**src/rtl/vending_core_param.sv**
```systemverilog
// Parametrised single-clock vending controller core: coin credit in quarters, a committed
// selection queue, one-per-cycle dispensing and greedy one-coin-per-cycle change.
module vending_core_param #(
    parameter int unsigned             N_ITEMS    = 4,
    parameter int unsigned             CNT_W      = 8,
    parameter int unsigned             VAL_W      = 16,
    parameter int unsigned             STOCK_W    = 4,
    parameter int unsigned             STOCK_INIT = 4,
    parameter int unsigned             MAX_SEL    = 4,
    parameter logic [N_ITEMS*8-1:0]    PRICE_Q    = {8'd12, 8'd8, 8'd6, 8'd10}
) (
    input  logic                      in_clk,
    input  logic                      in_restart_n,
    input  logic [CNT_W-1:0]          in_inserted_5,
    input  logic [CNT_W-1:0]          in_inserted_1,
    input  logic [CNT_W-1:0]          in_inserted_05,
    input  logic [CNT_W-1:0]          in_inserted_025,
    input  logic [N_ITEMS-1:0]        in_sel,
    input  logic                      in_next,
    input  logic                      in_finish,
    input  logic                      in_restock,
    output logic signed [VAL_W-1:0]   out_change,
    output logic [N_ITEMS-1:0]        out_stock,
    output logic [N_ITEMS-1:0]        out_csel,
    output logic [N_ITEMS-1:0]        out_spit,
    output logic                      out_coin_1,
    output logic                      out_coin_05,
    output logic                      out_coin_025,
    output logic                      out_short,
    output logic                      out_qfull,
    output logic [1:0]                out_state
);

    localparam int unsigned IDX_W   = (N_ITEMS > 1) ? $clog2(N_ITEMS) : 1;
    localparam int unsigned PTR_W   = (MAX_SEL > 1) ? $clog2(MAX_SEL) : 1;
    localparam int unsigned QCNT_W  = PTR_W + 1;
    localparam int unsigned SUM_W   = VAL_W + CNT_W + 8;
    localparam logic signed [SUM_W-1:0] VAL_MAX = (SUM_W'(1) << (VAL_W - 1)) - SUM_W'(1);
    localparam logic signed [SUM_W-1:0] VAL_MIN = -VAL_MAX - SUM_W'(1);

    typedef enum logic [1:0] {
        S_IDLE     = 2'd0,
        S_SELECT   = 2'd1,
        S_DISPENSE = 2'd2,
        S_CHANGE   = 2'd3
    } state_t;

    state_t                    state_q, state_d;
    logic signed [VAL_W-1:0]   credit_q, credit_d;
    logic [N_ITEMS-1:0]        csel_q, csel_d;
    logic [STOCK_W-1:0]        stock_q [N_ITEMS];
    logic [STOCK_W-1:0]        stock_d [N_ITEMS];
    logic [PTR_W-1:0]          rd_ptr_q, rd_ptr_d, wr_ptr_q, wr_ptr_d;
    logic [QCNT_W-1:0]         qcnt_q, qcnt_d;
    logic [IDX_W-1:0]          q_mem [MAX_SEL];
    logic [N_ITEMS-1:0]        stock_flags_q, stock_flags_d;
    logic                      qfull_q, qfull_d;
    logic [N_ITEMS-1:0]        spit_q, spit_d;
    logic                      coin_1_q, coin_1_d, coin_05_q, coin_05_d, coin_025_q, coin_025_d;
    logic                      short_q, short_d;

    logic                      push;
    logic [IDX_W-1:0]          push_idx;
    logic signed [SUM_W-1:0]   acc;
    logic signed [SUM_W-1:0]   coin_sum;
    logic [IDX_W-1:0]          cidx, sidx;
    logic                      sel_onehot, sel_ok;

    function automatic logic [IDX_W-1:0] idx_of(input logic [N_ITEMS-1:0] oh);
        idx_of = '0;
        for (int i = 0; i < N_ITEMS; i++) begin
            if (oh[i]) idx_of = IDX_W'(i);
        end
    endfunction

    function automatic logic [7:0] price_of(input logic [IDX_W-1:0] idx);
        price_of = '0;
        for (int i = 0; i < N_ITEMS; i++) begin
            if (idx == IDX_W'(i)) price_of = PRICE_Q[8*i +: 8];
        end
    endfunction

    function automatic logic signed [VAL_W-1:0] sat(input logic signed [SUM_W-1:0] v);
        if (v > VAL_MAX)      sat = VAL_W'(VAL_MAX);
        else if (v < VAL_MIN) sat = VAL_W'(VAL_MIN);
        else                  sat = VAL_W'(v);
    endfunction

    // Coin value of this cycle in quarter units
    assign coin_sum = SUM_W'(in_inserted_5) * SUM_W'(20) + SUM_W'(in_inserted_1) * SUM_W'(4)
                    + SUM_W'(in_inserted_05) * SUM_W'(2) + SUM_W'(in_inserted_025);
    assign sel_onehot = (in_sel != '0) && ((in_sel & (in_sel - N_ITEMS'(1))) == '0);

    always_comb begin
        state_d    = state_q;
        credit_d   = credit_q;
        csel_d     = csel_q;
        stock_d    = stock_q;
        rd_ptr_d   = rd_ptr_q;
        wr_ptr_d   = wr_ptr_q;
        qcnt_d     = qcnt_q;
        spit_d     = '0;
        coin_1_d   = 1'b0;
        coin_05_d  = 1'b0;
        coin_025_d = 1'b0;
        short_d    = 1'b0;
        push       = 1'b0;
        push_idx   = '0;
        acc        = SUM_W'(credit_q);
        cidx       = idx_of(csel_q);
        sidx       = idx_of(in_sel);
        sel_ok     = 1'b0;

        case (state_q)
            S_IDLE: begin
                if (in_restock) begin
                    for (int i = 0; i < N_ITEMS; i++) stock_d[i] = STOCK_W'(STOCK_INIT);
                end
                sel_ok = sel_onehot && (stock_d[sidx] != '0);
                if (coin_sum != '0 || sel_ok) begin
                    state_d  = S_SELECT;
                    credit_d = sat(acc + coin_sum);
                    if (sel_ok) csel_d = in_sel;
                end
            end
            S_SELECT: begin
                // Commit, then coins, then new selection, then finish
                if (in_next && csel_q != '0 && stock_q[cidx] != '0
                    && qcnt_q != QCNT_W'(MAX_SEL)) begin
                    push          = 1'b1;
                    push_idx      = cidx;
                    stock_d[cidx] = stock_q[cidx] - STOCK_W'(1);
                    acc           = acc - SUM_W'(price_of(cidx));
                    csel_d        = '0;
                    wr_ptr_d      = wr_ptr_q + PTR_W'(1);
                    qcnt_d        = qcnt_q + QCNT_W'(1);
                end
                credit_d = sat(acc + coin_sum);
                sel_ok   = sel_onehot && (stock_d[sidx] != '0);
                if (sel_ok) csel_d = in_sel;
                if (in_finish) begin
                    if (!credit_d[VAL_W-1]) begin
                        csel_d  = '0;
                        state_d = (qcnt_d != '0) ? S_DISPENSE : S_CHANGE;
                    end else begin
                        short_d = 1'b1;
                    end
                end
            end
            S_DISPENSE: begin
                if (qcnt_q != '0) begin
                    spit_d   = N_ITEMS'(1) << q_mem[rd_ptr_q];
                    rd_ptr_d = rd_ptr_q + PTR_W'(1);
                    qcnt_d   = qcnt_q - QCNT_W'(1);
                    if (qcnt_q == QCNT_W'(1)) state_d = S_CHANGE;
                end else begin
                    state_d = S_CHANGE;
                end
            end
            default: begin
                // Greedy change; credit is never negative on entry
                if (credit_q == '0 || credit_q[VAL_W-1]) begin
                    credit_d = '0;
                    state_d  = S_IDLE;
                end else if (credit_q >= VAL_W'(4)) begin
                    coin_1_d = 1'b1;
                    credit_d = credit_q - VAL_W'(4);
                end else if (credit_q >= VAL_W'(2)) begin
                    coin_05_d = 1'b1;
                    credit_d  = credit_q - VAL_W'(2);
                end else begin
                    coin_025_d = 1'b1;
                    credit_d   = credit_q - VAL_W'(1);
                end
            end
        endcase

        for (int i = 0; i < N_ITEMS; i++) stock_flags_d[i] = (stock_d[i] != '0);
        qfull_d = (qcnt_d == QCNT_W'(MAX_SEL));
    end

    always_ff @(posedge in_clk or negedge in_restart_n) begin
        if (!in_restart_n) begin
            state_q       <= S_IDLE;
            credit_q      <= '0;
            csel_q        <= '0;
            for (int i = 0; i < N_ITEMS; i++) stock_q[i] <= STOCK_W'(STOCK_INIT);
            rd_ptr_q      <= '0;
            wr_ptr_q      <= '0;
            qcnt_q        <= '0;
            stock_flags_q <= {N_ITEMS{STOCK_INIT != 0}};
            qfull_q       <= 1'b0;
            spit_q        <= '0;
            coin_1_q      <= 1'b0;
            coin_05_q     <= 1'b0;
            coin_025_q    <= 1'b0;
            short_q       <= 1'b0;
        end else begin
            state_q       <= state_d;
            credit_q      <= credit_d;
            csel_q        <= csel_d;
            stock_q       <= stock_d;
            rd_ptr_q      <= rd_ptr_d;
            wr_ptr_q      <= wr_ptr_d;
            qcnt_q        <= qcnt_d;
            stock_flags_q <= stock_flags_d;
            qfull_q       <= qfull_d;
            spit_q        <= spit_d;
            coin_1_q      <= coin_1_d;
            coin_05_q     <= coin_05_d;
            coin_025_q    <= coin_025_d;
            short_q       <= short_d;
        end
    end

    // Queue payload needs no reset: entries are only read below the count
    always_ff @(posedge in_clk) begin
        if (push) q_mem[wr_ptr_q] <= push_idx;
    end

    assign out_change   = credit_q;
    assign out_stock    = stock_flags_q;
    assign out_csel     = csel_q;
    assign out_spit     = spit_q;
    assign out_coin_1   = coin_1_q;
    assign out_coin_05  = coin_05_q;
    assign out_coin_025 = coin_025_q;
    assign out_short    = short_q;
    assign out_qfull    = qfull_q;
    assign out_state    = state_q;

endmodule

```
**config.mk**
```make
export PLATFORM = sky130hd
export DESIGN_NAME = vending_core_param
export DESIGN_NICKNAME = d
export VERILOG_FILES = /design/src/rtl/vending_core_param.sv
export SDC_FILE = /design/constraint.sdc
export NUM_CORES = 1
export LEC_CHECK = 0
export BUFFER_PORTS_ARGS = -buffer_cell sky130_fd_sc_hd__buf_2
export CORE_MARGIN = 3
export CORE_UTILIZATION = 55
export DETAILED_ROUTE_END_ITERATION = 12
export PLACE_DENSITY = 0.79
export SKIP_LAST_GASP = 1
export SLEW_MARGIN = 5
export SYNTH_ARGS = -nofsm -noshare
export SYNTH_HDL_FRONTEND = slang
export SYNTH_SLANG_ARGS = --single-unit
export TNS_END_PERCENT = 30
```
**constraint.sdc**
```tcl
create_clock -name in_clk -period 6.7 [get_ports in_clk]
set_input_delay 0.67 -clock in_clk [delete_from_list [all_inputs] [get_ports in_clk]]
set_output_delay 0.67 -clock in_clk [all_outputs]
set_load 0.05 [all_outputs]
```
==> results.sh, run 1 <==
export IMPL_grt_max_degree=59
export IMPL_dieWidth_um=121
export IMPL_ys_warn_count=0
export IMPL_startpoint_type="flop"
export IMPL_die_area_um2=14700
export IMPL_dp_hpwl_um=15700
export IMPL_avgSynthCellArea_um2=8.40
export IMPL_clockBufferDepth=2
export IMPL_drv_cap=0
export IMPL_required_ns=6.93
export IMPL_drt_vias_per_instance=6.26
export IMPL_die_h_um=121
export IMPL_core_area_um2=12800
export IMPL_tritoncts="built"
export IMPL_grt_pass1_wl_um=33300
export IMPL_ys_flop_type="dfrtp_1"
export IMPL_slew_headroom_pct=37.4
export IMPL_path_clk_slew_ns=0.06
export IMPL_cts_setup_buffers=0
export IMPL_yosysTopAreaCellShare_pct=17.1
export IMPL_syn_nets=1005
export IMPL_slew_viol_final=0
export IMPL_synth_edf_count=8
export IMPL_initial_utilization_pct=57.1
export IMPL_yosys_area_top_type="dfrtp_1"
export IMPL_timing_rr_start="out_csel[1]"
export IMPL_cts_root_buffer="clkbuf_16"
export IMPL_clock_skew_ns=0.00556
export IMPL_rrSetupSlack_ns=0.72
export IMPL_globalplace_congestion=0.993
export IMPL_synth_yosys_seq_area_share_pct=23.2
export IMPL_tns_ns=0
export IMPL_insertion_delay_ns=0.34
export IMPL_ant_nets=0
export IMPL_post_drt_wl_per_cell_um=18.6
export IMPL_finalSetupViolations=0
export IMPL_fin_nets=1063
export IMPL_rsz0062_at_grt="false"
export IMPL_wirelength_um=20600
export IMPL_grt_use_total_pct=28.5
export IMPL_fmax_mhz=167
export IMPL_first_pass_iters=6
export IMPL_syn_area_um2=7320
export IMPL_cp_max_fo=20
export IMPL_grt_overflow=0
export IMPL_antenna_found_initial=0
export IMPL_first_global_vias=6504
export IMPL_postCtsResizedCells=0
export IMPL_dr_first_iter_drc_count=918
export IMPL_syn_to_final_growth_pct=11.3
export IMPL_synth_cell_types=84
export IMPL_synth_area_leaders="dfrtp_1 (17%), ha_1 (13%), fa_1 (4.9%), xnor2_1 (4.8%), o21ai_0 (4.1%)"
export IMPL_cts_sinks=66
export IMPL_layout_drive_gt1_share_pct=13.7
export IMPL_htreeDepth=3
export IMPL_post_route_period_util_pct=89.2
export IMPL_crit_type="flop to flop"
export IMPL_io_pins=76
export IMPL_min_period_ns=5.98
export IMPL_rr_worst_depth=18
export IMPL_hold_path_class="input port to asynchronous set/reset pin"
export IMPL_cts_buffers=9
export IMPL_ys_ff_latch=66
export IMPL_regToRegEndpoint="out_state[1]"
export IMPL_tightest_slew_ns=0.938
export IMPL_port_buffers=75
export IMPL_finalHoldViolCount=0
export IMPL_status="finished clean"
export IMPL_async_flop_share_pct=87.9
export IMPL_vias=6925
export IMPL_row_count=41
export IMPL_cts_hold_buf=0
export IMPL_worstPathArrival_ns=6.21
export IMPL_synthCells=871
export IMPL_diodes=0
export IMPL_endpoint_kind="flop"
export IMPL_route_detailed_drc=0
[sequential cells by signal, summed over array words and instances, names as in the netlist]
name / flops
out_change: 16
stock_q: 16
q_mem: 8
out_csel: 4
out_spit: 4
out_stock: 4
qcnt_q: 3
out_state: 2
rd_ptr_q: 2
wr_ptr_q: 2
out_coin_025: 1
out_coin_05: 1
out_coin_1: 1
out_qfull: 1
out_short: 1
[cell type report]
class	count	area, um^2
clock inverter	7	103
timing repair buffer	82	428
clock buffer	9	225
sequential	66	1700
multi-input combinational	693	5180
inverter	77	289
tap	172	215
fill	1146	4680
[cell families (layout without fill, tap and decap cells)]
group                      Yosys count  count (layout)  synth area share [%]
muxes                               21              21                  3.32
and+or+nand+nor                    262             262                  18.3
adders and majority gates           93              93                  17.7
AOI/OAI and AO/OA                  253             253                  23.7
DFF                                 66              66                  23.2
buffers and inverters              112             175                  6.02
xor gates and xnor gates            64              64                  7.76
[cell usage in the layout, fill, tap and decap left out, types with 23 or more instances in the layout]
cell     count
o21ai_0     60
a21oi_1     57
buf_2       75
nor2_1      69
inv_1       77
xnor2_1     40
nand2_1     72
xor2_1      23
dfrtp_1     50
ha_1        75
[worst max-delay path: stages (launching register included)]
cell,delay [ns]
dfrtp_1,0.69
mux2i_1,0.29
o21ai_0,0.11
mux2i_1,0.32
ha_1,0.41
or4bb_1,0.53
and3_1,0.24
o21a_1,0.38
nand2_1,0.35
xnor2_1,0.11
ha_1,0.38
o21ai_0,0.19
a21oi_1,0.27
o2111ai_1,0.19
a21oi_1,0.34
nand2_1,0.18
o211a_1,0.28
nor3_2,0.24
mux2_1,0.34
[per-stage QoR]
| step | area (um^2) | hold WS [ns] | util [%] | instances | setup slack, ns |
|---|---|---|---|---|---|
| 2_1_floorplan | 7320 | 0.374 | - | 871 | 1.06 |
| 3_3_place_gp | 7820 | 0.515 | 60.9 | 1090 | 0.642 |
| 3_5_place_dp | 7820 | 0.525 | 60.9 | 1090 | 0.493 |
| 4_1_cts | 8140 | 0.519 | 63.5 | 1106 | 0.838 |
| 5_1_grt | 8140 | 0.529 | 63.5 | 1106 | 0.275 |
| 6_report | 8140 | 0.456 | 63.5 | 1106 | 0.722 |
[per-layer routing]
| metal | wire length, um | global-route usage, % | vias to the layer above |
|---|---|---|---|
| li1 | - | - | 3304 |
| met1 | 8850 | 39.8 | 3213 |
| met2 | 9150 | 43.5 | 360 |
| met3 | 2000 | 6.53 | 48 |
| met4 | 568 | 9.59 | 0 |
| met5 | 0 | 0 | - |
[cells in the mapped netlist, types with 4 or more instances]
master    number
inv_1         77
ha_1          75
nand2_1       72
nor2_1        69
o21ai_0       60
a21oi_1       57
dfrtp_1       50
xnor2_1       40
clkbuf_1      28
xor2_1        23
nor3_1        20
fa_1          18
nand3_1       18
a21o_1        15
a211oi_1      13
mux2i_1       13
or4_1         13
and3_1        12
o21a_1        10
nand4_1        9
a222oi_1       8
a22o_1         8
a31oi_1        8
dfstp_2        8
edfxtp_1       8
nor3b_1        7
nand2b_1       6
nor2b_1        6
o211ai_1       6
and2_1         5
o21bai_1       5
o22ai_1        5
o31a_1         5
a221oi_1       4
a41oi_1        4
buf_2          4
mux2_2         4
[worst max path at each step]
stage / slack, ns / to / start
3_5_place_dp: 0.49 / out_state[0] / in_inserted_5[2]
6_report: 0.72 / out_state[1] / out_csel[1]
2_1_floorplan: 1.06 / out_change[2] / in_inserted_5[2]
3_3_place_gp: 0.64 / out_state[1] / in_inserted_5[2]
4_1_cts: 0.84 / out_state[0] / in_inserted_5[2]
5_1_grt: 0.27 / out_state[0] / out_csel[1]
Power of run 1 is not shown: default switching activity piles up to over one toggle a cycle in this logic, so the estimate is an artifact.
==> inputs of run 2 (changes only) <==
--- a/config.mk
+++ b/config.mk
@@ -6,10 +6,12 @@
 export NUM_CORES = 1
 export LEC_CHECK = 0
 export BUFFER_PORTS_ARGS = -buffer_cell sky130_fd_sc_hd__buf_2
+export CELL_PAD_IN_SITES_DETAIL_PLACEMENT = 0
+export CELL_PAD_IN_SITES_GLOBAL_PLACEMENT = 1
 export CORE_MARGIN = 3
-export CORE_UTILIZATION = 55
+export CORE_UTILIZATION = 46
 export DETAILED_ROUTE_END_ITERATION = 12
-export PLACE_DENSITY = 0.79
+export PLACE_DENSITY = 0.86
 export SKIP_LAST_GASP = 1
 export SLEW_MARGIN = 5
 export SYNTH_ARGS = -nofsm -noshare
==> results.sh, run 2 (same netlist as run 1, synthesis figures left out) <==
export IMPL_status="finished clean"
export IMPL_fin_nets=1066
export IMPL_fillers=1455
export IMPL_port_buffers=75
export IMPL_dp_hpwl_um=16000
export IMPL_rsz0062_at_grt="false"
export IMPL_tritoncts="built"
export IMPL_clock_skew_ns=0.0147
export IMPL_vias=6805
export IMPL_antenna_found_initial=0
export IMPL_clockBufferDepth=2
export IMPL_row_count=45
export IMPL_die_h_um=132
export IMPL_initial_utilization_pct=47.6
export IMPL_dieWidth_um=132
export IMPL_required_ns=6.92
export IMPL_syn_to_final_growth_pct=12.3
export IMPL_core_area_um2=15400
export IMPL_postCtsResizedCells=0
export IMPL_wirelength_um=20500
export IMPL_die_area_um2=17500
export IMPL_tightest_slew_ns=0.986
export IMPL_grt_max_degree=59
export IMPL_crit_type="input port to flop"
export IMPL_tns_ns=0
export IMPL_slew_viol_final=0
export IMPL_cts_hold_buf=0
export IMPL_cts_buffers=9
export IMPL_worstPathArrival_ns=6.16
export IMPL_drv_cap=0
export IMPL_cts_sinks=66
export IMPL_post_drt_wl_per_cell_um=17.9
export IMPL_diodes=0
export IMPL_route_detailed_drc=0
export IMPL_endpoint_kind="flop"
export IMPL_max_stage_delay_ns=0.43
export IMPL_post_route_period_util_pct=88.6
export IMPL_drt_vias_per_instance=5.93
export IMPL_startpoint_type="input port"
export IMPL_fmax_mhz=168
export IMPL_min_period_ns=5.94
export IMPL_final_common_cell="inv_1"
export IMPL_htreeDepth=3
export IMPL_path_clk_slew_ns=0.06
export IMPL_cp_buffers_inverters=2
export IMPL_dr_first_iter_drc_count=698
export IMPL_layout_drive_gt1_share_pct=14.0
export IMPL_insertion_delay_ns=0.35
export IMPL_finalSetupViolations=0
export IMPL_finalHoldViolCount=0
export IMPL_cp_common_cell="ha_1"
export IMPL_io_pins=76
export IMPL_critPathTopFamily="compound AO/OA/AOI/OAI gates"
export IMPL_critPathSlowestCell="fa_1"
export IMPL_globalplace_congestion=0.908
export IMPL_slew_headroom_pct=33.2
export IMPL_first_pass_iters=6
export IMPL_cts_root_buffer="clkbuf_16"
export IMPL_grt_pass1_wl_um=33500
export IMPL_first_global_vias=6457
export IMPL_grt_use_total_pct=23.6
export IMPL_cts_setup_buffers=0
export IMPL_ant_nets=0
export IMPL_grt_overflow=0
export IMPL_final_cell_mix="inv_1 (77), ha_1 (75), buf_2 (75)"
export IMPL_hold_path_class="input port to asynchronous set/reset pin"
export IMPL_cp_max_fo=6
-- run 2: final cells by class --
cell class                 count  area, um^2  area share [%]
multi-input combinational    693        5180            63.0
sequential                    66        1700            20.7
timing repair buffer          85         450            5.48
inverter                      77         289            3.52
tap                          211         264            3.21
clock buffer                   9         225            2.74
clock inverter                 7         108            1.31
-- run 2: routing by layer --
metal	up-vias	GRT usage, %	share of wire (%)
li1	3302	-	-
met1	3201	33.5	45
met2	271	35.9	45
met3	31	5.31	8.2
met4	0	7.18	2.1
met5	-	0	0
-- run 2: per-stage QoR --
step	cells	area, um^2	setup slack (ns)	hold slack [ns]	util [%]
after floorplan	871	7320	1.06	0.374	-
after global placement	1132	7890	0.588	0.504	51.3
after detailed placement	1132	7890	0.453	0.516	51.3
after CTS	1148	8220	0.801	0.496	53.5
after global routing	1148	8220	0.410	0.532	53.5
final	1148	8220	0.761	0.468	53.5
-- run 2: worst paths after layout --
check / from / slack, ns / to / cells after the start
worst max-delay path: in_inserted_5[2] / 0.76 / out_state[0] / 25
worst min-delay path: in_restart_n / 0.47 / out_spit[2] / 2
worst max register to register: out_csel[1] / 1.04 / out_state[0] / 18
worst min register to register: rd_ptr_q[1] / 0.52 / rd_ptr_q[1] / 1
max in group asynchronous: in_restart_n / 5.70 / stock_q[11] / 2
min in group in_clk: rd_ptr_q[1] / 0.52 / rd_ptr_q[1] / 1
-- run 2: worst reg2reg max path, stage by stage (launching register included) --
cell,delay [ns]
dfrtp_1,0.48
mux2i_1,0.23
o21ai_0,0.09
mux2i_1,0.36
ha_1,0.39
or4bb_1,0.52
and3_1,0.25
o21a_1,0.39
nand2_1,0.17
o21ai_0,0.10
ha_1,0.40
o211ai_1,0.10
o21ai_0,0.52
o2111ai_1,0.20
a21oi_1,0.32
nand2_1,0.17
o211a_1,0.28
nor3_2,0.23
mux2_1,0.34
Power of run 2 is left out for the same reason.
